`src/rtl/mfe_pkg.sv`:
```
// mfe_pkg: constants, state encoding and address helper shared by the
// MFE median-filter stages (window fetch, median core, writeback).
//   IMG_W, IMG_H : image geometry in pixels (powers of 2)
//   AW, DW       : pixel-address and pixel-data widths
//   mfe_state_e  : window-fetch FSM encoding, also exported for debug
//   pix_addr     : row-major pixel address, row*IMG_W+col
package mfe_pkg;

  localparam int IMG_W = 128;
  localparam int IMG_H = 128;
  localparam int AW    = 14;
  localparam int DW    = 8;

  typedef enum logic [2:0] {
    IDLE  = 3'd0,
    FETCH = 3'd1,
    SHIFT = 3'd2,
    EMIT  = 3'd3,
    DONE  = 3'd4
  } mfe_state_e;

  // IMG_W is a power of 2, so row*IMG_W+col is a plain concatenation.
  function automatic logic [AW-1:0] pix_addr(input logic [$clog2(IMG_H)-1:0] row,
                                             input logic [$clog2(IMG_W)-1:0] col);
    return {row, col};
  endfunction

endpackage

```
`src/rtl/mfe_window_fetch.sv`:
```
// mfe_window_fetch: input front end of the MFE median filter. Walks the image
// in raster order and presents one zero-padded 3x3 neighbourhood per output
// pixel to the median core.
//
// Ports
//   clk, reset    single clock; asynchronous active-high reset
//   ready         start request, sampled only in IDLE
//   fetch_active  high from start until the last window is accepted (incl. DONE)
//   fetch_done    one-cycle pulse in DONE
//   iaddr         image read address; idata returns its data one cycle later
//   idata         image data for the previous cycle's iaddr
//   win_valid     window and address valid (EMIT)
//   win_ready     median core accepts the window
//   win_pix       p0..p8 row-major, p0 (top-left) in bits [DW-1:0], p4 centre
//   win_addr      output-pixel address of the window centre
//   fsm_state     current FSM state, for observation only
//
// Handshake: a window transfers on a posedge where win_valid && win_ready.
// While win_valid is high and win_ready low, win_valid, win_pix and win_addr
// hold their values; win_ready is ignored whenever win_valid is low.
//
// Per row r the columns k=0..IMG_W are fetched one at a time: three read
// slots (image rows r-1, r, r+1), then a shift of the L/M/R column registers.
// Column IMG_W is the right pad; rows -1/IMG_H and columns -1/IMG_W are never
// addressed, the slot just reads as zero and iaddr keeps its last value.
module mfe_window_fetch
  import mfe_pkg::*;
#(
  parameter int IMG_W = mfe_pkg::IMG_W,
  parameter int IMG_H = mfe_pkg::IMG_H,
  parameter int AW    = mfe_pkg::AW,
  parameter int DW    = mfe_pkg::DW
) (
  input  logic            clk,
  input  logic            reset,
  input  logic            ready,
  output logic            fetch_active,
  output logic            fetch_done,
  output logic [AW-1:0]   iaddr,
  input  logic [DW-1:0]   idata,
  output logic            win_valid,
  input  logic            win_ready,
  output logic [9*DW-1:0] win_pix,
  output logic [AW-1:0]   win_addr,
  output mfe_state_e      fsm_state
);

  localparam int CW = $clog2(IMG_W);
  localparam int RW = $clog2(IMG_H);
  localparam logic [RW-1:0] ROW_LAST = RW'(IMG_H - 1);

  mfe_state_e state, state_next;

  logic [RW-1:0] row;          // current output row r
  logic [CW:0]   col;          // column being fetched, k = 0..IMG_W
  logic [1:0]    slot;         // read slot j within FETCH
  logic          slot_ok;      // slot j addresses a real pixel this cycle
  logic          slot_ok_q;    // idata this cycle belongs to a real pixel
  logic [RW-1:0] slot_row;
  logic [AW-1:0] iaddr_q;
  logic [DW-1:0] fetched;
  logic [CW-1:0] centre_col;

  logic [DW-1:0] col_l [3];    // column k-2 after the shift (left)
  logic [DW-1:0] col_m [3];    // column k-1 (centre)
  logic [DW-1:0] col_r [3];    // column k   (right)
  logic [DW-1:0] stage [2];    // slots 0 and 1 of the column being fetched

  // ---------------------------------------------------------------- read slot
  always_comb begin
    slot_row = row;
    slot_ok  = 1'b0;
    case (slot)
      2'd0: begin
        slot_row = row - 1'b1;
        slot_ok  = (row != '0);
      end
      2'd1: begin
        slot_row = row;
        slot_ok  = 1'b1;
      end
      2'd2: begin
        slot_row = row + 1'b1;
        slot_ok  = (row != ROW_LAST);
      end
      default: begin
        slot_row = row;
        slot_ok  = 1'b0;
      end
    endcase
    slot_ok = slot_ok && !col[CW] && (state == FETCH);
  end

  // iaddr is presented in the same cycle as the slot; outside a real read it
  // repeats last cycle's value so the image port sees no spurious address.
  assign iaddr   = slot_ok ? AW'({slot_row, col[CW-1:0]}) : iaddr_q;
  assign fetched = slot_ok_q ? idata : '0;

  // ---------------------------------------------------------------- FSM
  always_ff @(posedge clk or posedge reset) begin
    if (reset) state <= IDLE;
    else       state <= state_next;
  end

  always_comb begin
    state_next = state;
    case (state)
      IDLE:  if (ready) state_next = FETCH;
      FETCH: if (slot == 2'd2) state_next = SHIFT;
      SHIFT: state_next = (col == '0) ? FETCH : EMIT;
      EMIT: begin
        if (win_ready) begin
          if (col[CW] && (row == ROW_LAST)) state_next = DONE;
          else                               state_next = FETCH;
        end
      end
      DONE:    state_next = IDLE;
      default: state_next = IDLE;
    endcase
  end

  // ---------------------------------------------------------------- datapath
  always_ff @(posedge clk or posedge reset) begin
    if (reset) begin
      row       <= '0;
      col       <= '0;
      slot      <= '0;
      slot_ok_q <= 1'b0;
      iaddr_q   <= '0;
      stage     <= '{default: '0};
      col_l     <= '{default: '0};
      col_m     <= '{default: '0};
      col_r     <= '{default: '0};
    end else begin
      iaddr_q   <= iaddr;
      slot_ok_q <= slot_ok;
      case (state)
        IDLE: begin
          if (ready) begin
            row   <= '0;
            col   <= '0;
            slot  <= '0;
            col_l <= '{default: '0};
            col_m <= '{default: '0};
            col_r <= '{default: '0};
          end
        end
        FETCH: begin
          slot <= (slot == 2'd2) ? 2'd0 : slot + 2'd1;
          // data for slot j-1 arrives while slot j is being addressed
          if (slot == 2'd1) stage[0] <= fetched;
          if (slot == 2'd2) stage[1] <= fetched;
        end
        SHIFT: begin
          col_l    <= col_m;
          col_m    <= col_r;
          col_r[0] <= stage[0];
          col_r[1] <= stage[1];
          col_r[2] <= fetched;
          // column 0 only primes the registers; no window is centred yet
          if (col == '0) col <= {{CW{1'b0}}, 1'b1};
        end
        EMIT: begin
          if (win_ready) begin
            if (!col[CW]) begin
              col <= col + 1'b1;
            end else if (row != ROW_LAST) begin
              row   <= row + 1'b1;
              col   <= '0;
              col_l <= '{default: '0};
              col_m <= '{default: '0};
              col_r <= '{default: '0};
            end
          end
        end
        default: ;
      endcase
    end
  end

  // ---------------------------------------------------------------- outputs
  // Low CW bits of k-1; at the right pad k=IMG_W this wraps to IMG_W-1.
  assign centre_col   = col[CW-1:0] - 1'b1;

  assign fetch_active = (state != IDLE);
  assign fetch_done   = (state == DONE);
  assign win_valid    = (state == EMIT);
  assign win_addr     = win_valid ? AW'({row, centre_col}) : '0;
  assign fsm_state    = state;

  always_comb begin
    win_pix = '0;
    if (win_valid) begin
      for (int j = 0; j < 3; j++) begin
        win_pix[j*3*DW +: 3*DW] = {col_r[j], col_m[j], col_l[j]};
      end
    end
  end

endmodule

```
`config.mk`:
```
export PLATFORM = sky130hd
export DESIGN_NAME = mfe_window_fetch
export DESIGN_NICKNAME = d
export VERILOG_FILES = /design/src/rtl/mfe_pkg.sv /design/src/rtl/mfe_window_fetch.sv
export SDC_FILE = /design/constraint.sdc
export NUM_CORES = 1
export LEC_CHECK = 0
export CORE_MARGIN = 2
export CORE_UTILIZATION = 40
export DETAILED_ROUTE_END_ITERATION = 7
export PLACE_DENSITY = 0.74
export SKIP_LAST_GASP = 1
export SLEW_MARGIN = 5
export SYNTH_ARGS = -nofsm -noshare
export SYNTH_HDL_FRONTEND = slang
export SYNTH_SLANG_ARGS = --single-unit
```
`constraint.sdc`:
```
create_clock -name clk -period 8.4 [get_ports clk]
set_input_delay 0.84 -clock clk [delete_from_list [all_inputs] [get_ports clk]]
set_output_delay 0.84 -clock clk [all_outputs]
set_load 0.02 [all_outputs]
```
Word level (Yosys, flattened, before mapping) --
Cells that the tools add are included.
Word-level totals: register bits 123, input bits 12, output and inout port bits 106, word-level logic and storage cells 91
Operators by class: add/subtract/negate cells 5, equality and inequality tests 15, multiplexer cells 33, reductions and logical operators 20
Operator list (count):
- case mux 24 bit (3 select lines) | 3
- 2-to-1 mux 24 bit | 4
- 2-to-1 mux 72 bit | 1
- 2-to-1 mux 8 bit | 6
- 2-to-1 mux 14 bit | 2
- 2-to-1 mux 7 bit | 4
- case mux 7 bit (2 select lines) | 2
- case mux 8 bit (3 select lines) | 1
- AND reduction 5 bit | 3
- subtractor 7 x 1 -> 7 bit, second input constant | 2
- 2-to-1 mux 3 bit | 4
- case mux 3 bit (4 select lines) | 1
- adder 8 x 1 -> 8 bit, second input constant | 1
- zero test 8 bit | 1
- inequality test 2 x 1 -> 1 bit, second input constant | 4
- adder 7 x 1 -> 7 bit, second input constant | 1
- == test 7 bit, second input constant | 1
- inequality test 7 bit, second input constant | 1
- nonzero test 7 bit | 1
- == test 3 x 2 -> 1 bit, second input constant | 2
- 2-to-1 mux 2 bit | 3
- AND reduction 2 bit | 3
- nonzero test 3 bit | 2
- inequality test 2 bit, second input constant | 2
- 15 further kinds | 18

Depth between registers and ports, before layout --
word-level depth 5, mapped depth 9, mapped depth without buffers 7

Least setup slack after synthesis --
Ideal clock, no wire load.
kind register to output, from register row[0], to output port iaddr[3], data arrival time 1989 ps, required time 7560 ps, setup slack 5571 ps, cell stages (with the launch flop) 8, path buffers 1, cells stage by stage dfrtp_1 > inv_1 > ha_1 > nor4b_1 > a21oi_1 > o21ai_1 > buf_2 > mux2_1
Between the ends: longest elaborated chain between the ends 5, elaborated cells between the ends (all ways) 6, classes of those cells 1 x eq/ne; 2 x mux; 3 x reduce/logical
RTL lines:
- start, declared | line mfe_window_fetch.sv:54 | logic [RW-1:0] row;
- start signal, assigned | line mfe_window_fetch.sv:168 | row <= row + 1'b1;
- inequality test 7 bit or nonzero test 7 bit (tied branches) | line mfe_window_fetch.sv:84, mfe_window_fetch.sv:76
- case mux 1 bit (3 select lines) * | line mfe_window_fetch.sv:73 | case (slot)
- logical AND 1 bit * (2 in a row) | line mfe_window_fetch.sv:91 | slot_ok = slot_ok && !col[CW] && (state == FETCH);
- 2-to-1 mux 14 bit * | line mfe_window_fetch.sv:96 | assign iaddr = slot_ok ? AW'({slot_row, col[CW-1:0]}) : iaddr_q;
- end, declared | line mfe_window_fetch.sv:39 | output logic [AW-1:0] iaddr,
Mark *: on every way between the ends. The rest lies on a longest branch, timed or not.

Worst setup path after layout --
from register state[0] (netlist: fsm_state[0]), to output port win_pix[58]
Between the ends: longest elaborated chain between the ends 2
RTL lines:
- start, declared | line mfe_window_fetch.sv:52 | mfe_state_e state, state_next;
- start signal, assigned | line mfe_window_fetch.sv:102 | else state <= state_next;
- == test 3 x 2 -> 1 bit | line mfe_window_fetch.sv:187 | assign win_valid = (state == EMIT);
- 2-to-1 mux 72 bit | line mfe_window_fetch.sv:193 | if (win_valid) begin
- end, declared | line mfe_window_fetch.sv:43 | output logic [9*DW-1:0] win_pix,
No other way between the ends.

==> results.py <==
metrics = {
    "outcome": {
        "status": "finished, final reports clean",
    },
    "hold_path": {
        "min_path_type": "reg2reg",
    },
    "synthesis": {
        "synth_top_area_frac": 0.538,
        "synth-edff-count": 0,
        "syn_area_per_cell_sq_um": 10.5,
        "ys.warnings.count": 0,
        "synth_cells": 545,
        "synth_area_leader_cell": "dfrtp_1",
        "synth_most_common_cell": "dfrtp_1",
        "synthDistinctLibCells": 49,
        "ys_seq_elements": 123,
        "synth_commonest_cells": "dfrtp_1 (123), and2_1 (78), a22o_1 (65)",
        "syn_nets": 562,
        "ys.flop_type": "dfrtp_1",
        "yosys-top-cells-area": "dfrtp_1 (54%), a22o_1 (10%), and2_1 (8.5%), nand2_1 (3.7%), o21ai_1 (2.5%)",
        "ys_async_sr_fraction": 1.00,
        "ys_seq_area_frac": 0.538,
        "synth_area_sq_mm": 0.00572,
    },
    "setup_path": {
        "cp-end-kind": "output pin",
        "crit_arrival_ns": 3.38,
        "cp_slowest_cell": "inv_2",
        "crit_type": "reg2out",
        "path_max_fanout": 80,
        "crit_chain": "nor2b_1 > nand2_1 > inv_2 > and2_1 > clkdlybuf4s50_1",
        "path_delay_family": "buffers and inverters",
        "critPathBufInv": 2,
        "cpPeakStageDelay_ns": 0.81,
        "startpoint_type": "flop",
        "cp.required_ns": 7.56,
    },
    "routing": {
        "routed_wl_mm": 12.9,
        "dr_total_vias": 4457,
        "first_pass_iters": 6,
        "vias_per_cell": 5.35,
        "ant_nets": 0,
        "drc_errors": 0,
        "wl_per_cell_microns": 15.5,
        "drt_iter0_markers": 363,
    },
    "flow_run": {
        "drv_cap": 0,
    },
    "timing": {
        "setup_tns_ns": 0,
        "timing.fmax_mhz": 237,
        "setup_viol": 0,
        "final-max-slew-violation-count": 0,
        "post-route-period-util": 0.503,
        "hold_violations": 0,
        "maxSlewHeadroom": 0.359,
        "rsz0062_at_grt": "no",
        "skew_ns": 0.00537,
        "worst_pin_slew_ns": 0.962,
        "layout_min_cycle_time_ns": 4.22,
    },
    "global_route": {
        "grt_overflow": 0,
        "antenna_found_initial": 0,
        "grt.total_usage": 0.179,
        "grt_pass1_wl_mm": 21.2,
        "grt_pass1_vias": 4264,
        "grt_start_max_net_pins": 81,
    },
    "clock_tree": {
        "tritoncts.num_buffers": 17,
        "cts_setup_buffers": 0,
        "cts_tree": "yes",
        "clk_latency_ns": 0.41,
        "h-tree-depth": 4,
        "cts_hold_buf": 0,
        "cts_root_buf": "clkbuf_16",
        "clkTransAtPathRegs_ns": 0.05,
        "cts_resized": 0,
        "clock_path_buffers": 2,
        "cts_sinks": 123,
    },
    "pwr": {
        "power_density_mw_per_mm2": 287,
        "p_leak_nw": 3.37,
        "max-vdd-ir-drop_mv": 0.200,
    },
    "layout": {
        "multi_input_area_sq_mm": 0.00243,
        "drive_above_1_share": 0.0704,
        "area_growth_pct": 32.9,
        "register_area_sq_mm": 0.00308,
        "fillerInstances": 1161,
        "fin_nets": 658,
        "fin_cells": 833,
        "diodes": 0,
    },
    "floorplan": {
        "start_util": 0.410,
        "core-area_sq_mm": 0.0139,
        "fp.dieW_microns": 124,
        "num_rows": 43,
        "io_pins": 118,
        "dieArea_sq_mm": 0.0153,
        "dieHeight_microns": 124,
    },
    "placement": {
        "dp.cells": 802,
        "gp_congestion": 0.833,
        "dp_hpwl_mm": 8.63,
        "portBuffers": 117,
    },
}
[tightest hold or removal path, cell delays in order (launching register included)]
cell	delay [ns]
dfrtp_1	0.34
nand2_1	0.05
o21ai_1	0.06
[path summary, 6_finish.rpt]
kind,to,slack [ns],start,depth (start not counted)
worst max register to register,row[5],5.25,fsm_state[0],7
worst min register to register,stage[8],0.49,stage[8],2
worst min-delay path,stage[8],0.49,stage[8],2
min in group asynchronous,col[6],0.86,reset,2
max in group asynchronous,col_l[15],6.23,reset,3
worst max-delay path,win_pix[58],4.18,fsm_state[0],5
[cells in the final DEF (no fill, tap or decap), types with 3 or more instances in the layout]
cell type,instances
a21oi_1,6
a221o_1,5
a22o_1,65
a32o_1,8
and2_1,78
and3_1,7
buf_4,4
bufinv_16,4
clkbuf_16,17
clkdlybuf4s50_1,117
clkinvlp_4,3
dfrtp_1,123
ha_1,5
inv_1,4
inv_2,4
mux2_1,6
nand2_1,55
nand3_1,10
nor2_1,28
nor3_1,9
o211ai_1,3
o21ai_0,3
o21ai_1,29
o22ai_1,3
o31ai_1,3
or2_1,4
xnor2_1,6
xor2_1,6
[metrics by stage]
step | cell area, sq um | total power [mW] | hold slack, ns | worst slack (ns) | utilization
after floorplan | 5720 | 1.21 | 0.456 | 4.29 | -
after global placement | 6970 | 1.40 | 0.468 | 4.74 | 0.500
after detailed placement | 6970 | 1.42 | 0.476 | 4.64 | 0.500
after CTS | 7590 | 2.20 | 0.488 | 4.17 | 0.545
after global routing | 7590 | 2.30 | 0.506 | 3.84 | 0.545
final | 7590 | 2.18 | 0.486 | 4.18 | 0.545
[state kept, by name (all words and copies together) (netlist names)]
signal and count:
iaddr_q 14, col 8, row 7, col_l 24, fsm_state 3, col_m 24
col_r 24, slot_ok_q 1, stage 16, slot 2
[cell type report]
| cell class | count | area share |
|---|---|---|
| flip-flops and latches | 123 | 0.405 |
| multi-input cells | 369 | 0.320 |
| repair buffers | 121 | 0.158 |
| clock buffers | 21 | 0.0606 |
| well taps | 180 | 0.0297 |
| clock inverters | 10 | 0.0217 |
| inverters | 9 | 0.00478 |
[metal layers]
| metal | track usage | wire length (microns) | vias to the layer above |
|---|---|---|---|
| met5 | 0 | 0 | - |
| li1 | - | - | 2126 |
| met4 | 0.0852 | 326 | 0 |
| met3 | 0.0480 | 786 | 36 |
| met2 | 0.265 | 5750 | 180 |
| met1 | 0.245 | 6060 | 2115 |
[kinds of logic (layout without fill, tap and decap cells)]
family          after synthesis  after routing  share of synthesized area
fa+ha+maj                     5              5                     0.0109
simple gates                208            208                      0.192
buf+inv                      53            161                     0.0381
compound gates              135            135                      0.185
xor+xnor                     12             12                     0.0184
mux                           9              9                     0.0173
flops                       123            123                      0.538
[where the power goes]
group,internal (mW),switching (mW),leakage (nW)
Clock,0.511,0.257,0.296
Combinational,0.247,0.385,1.39
Sequential,0.687,0.0904,1.68
Total,1.45,0.732,3.37
No activity file was read; power rests on OpenSTA's default activity.
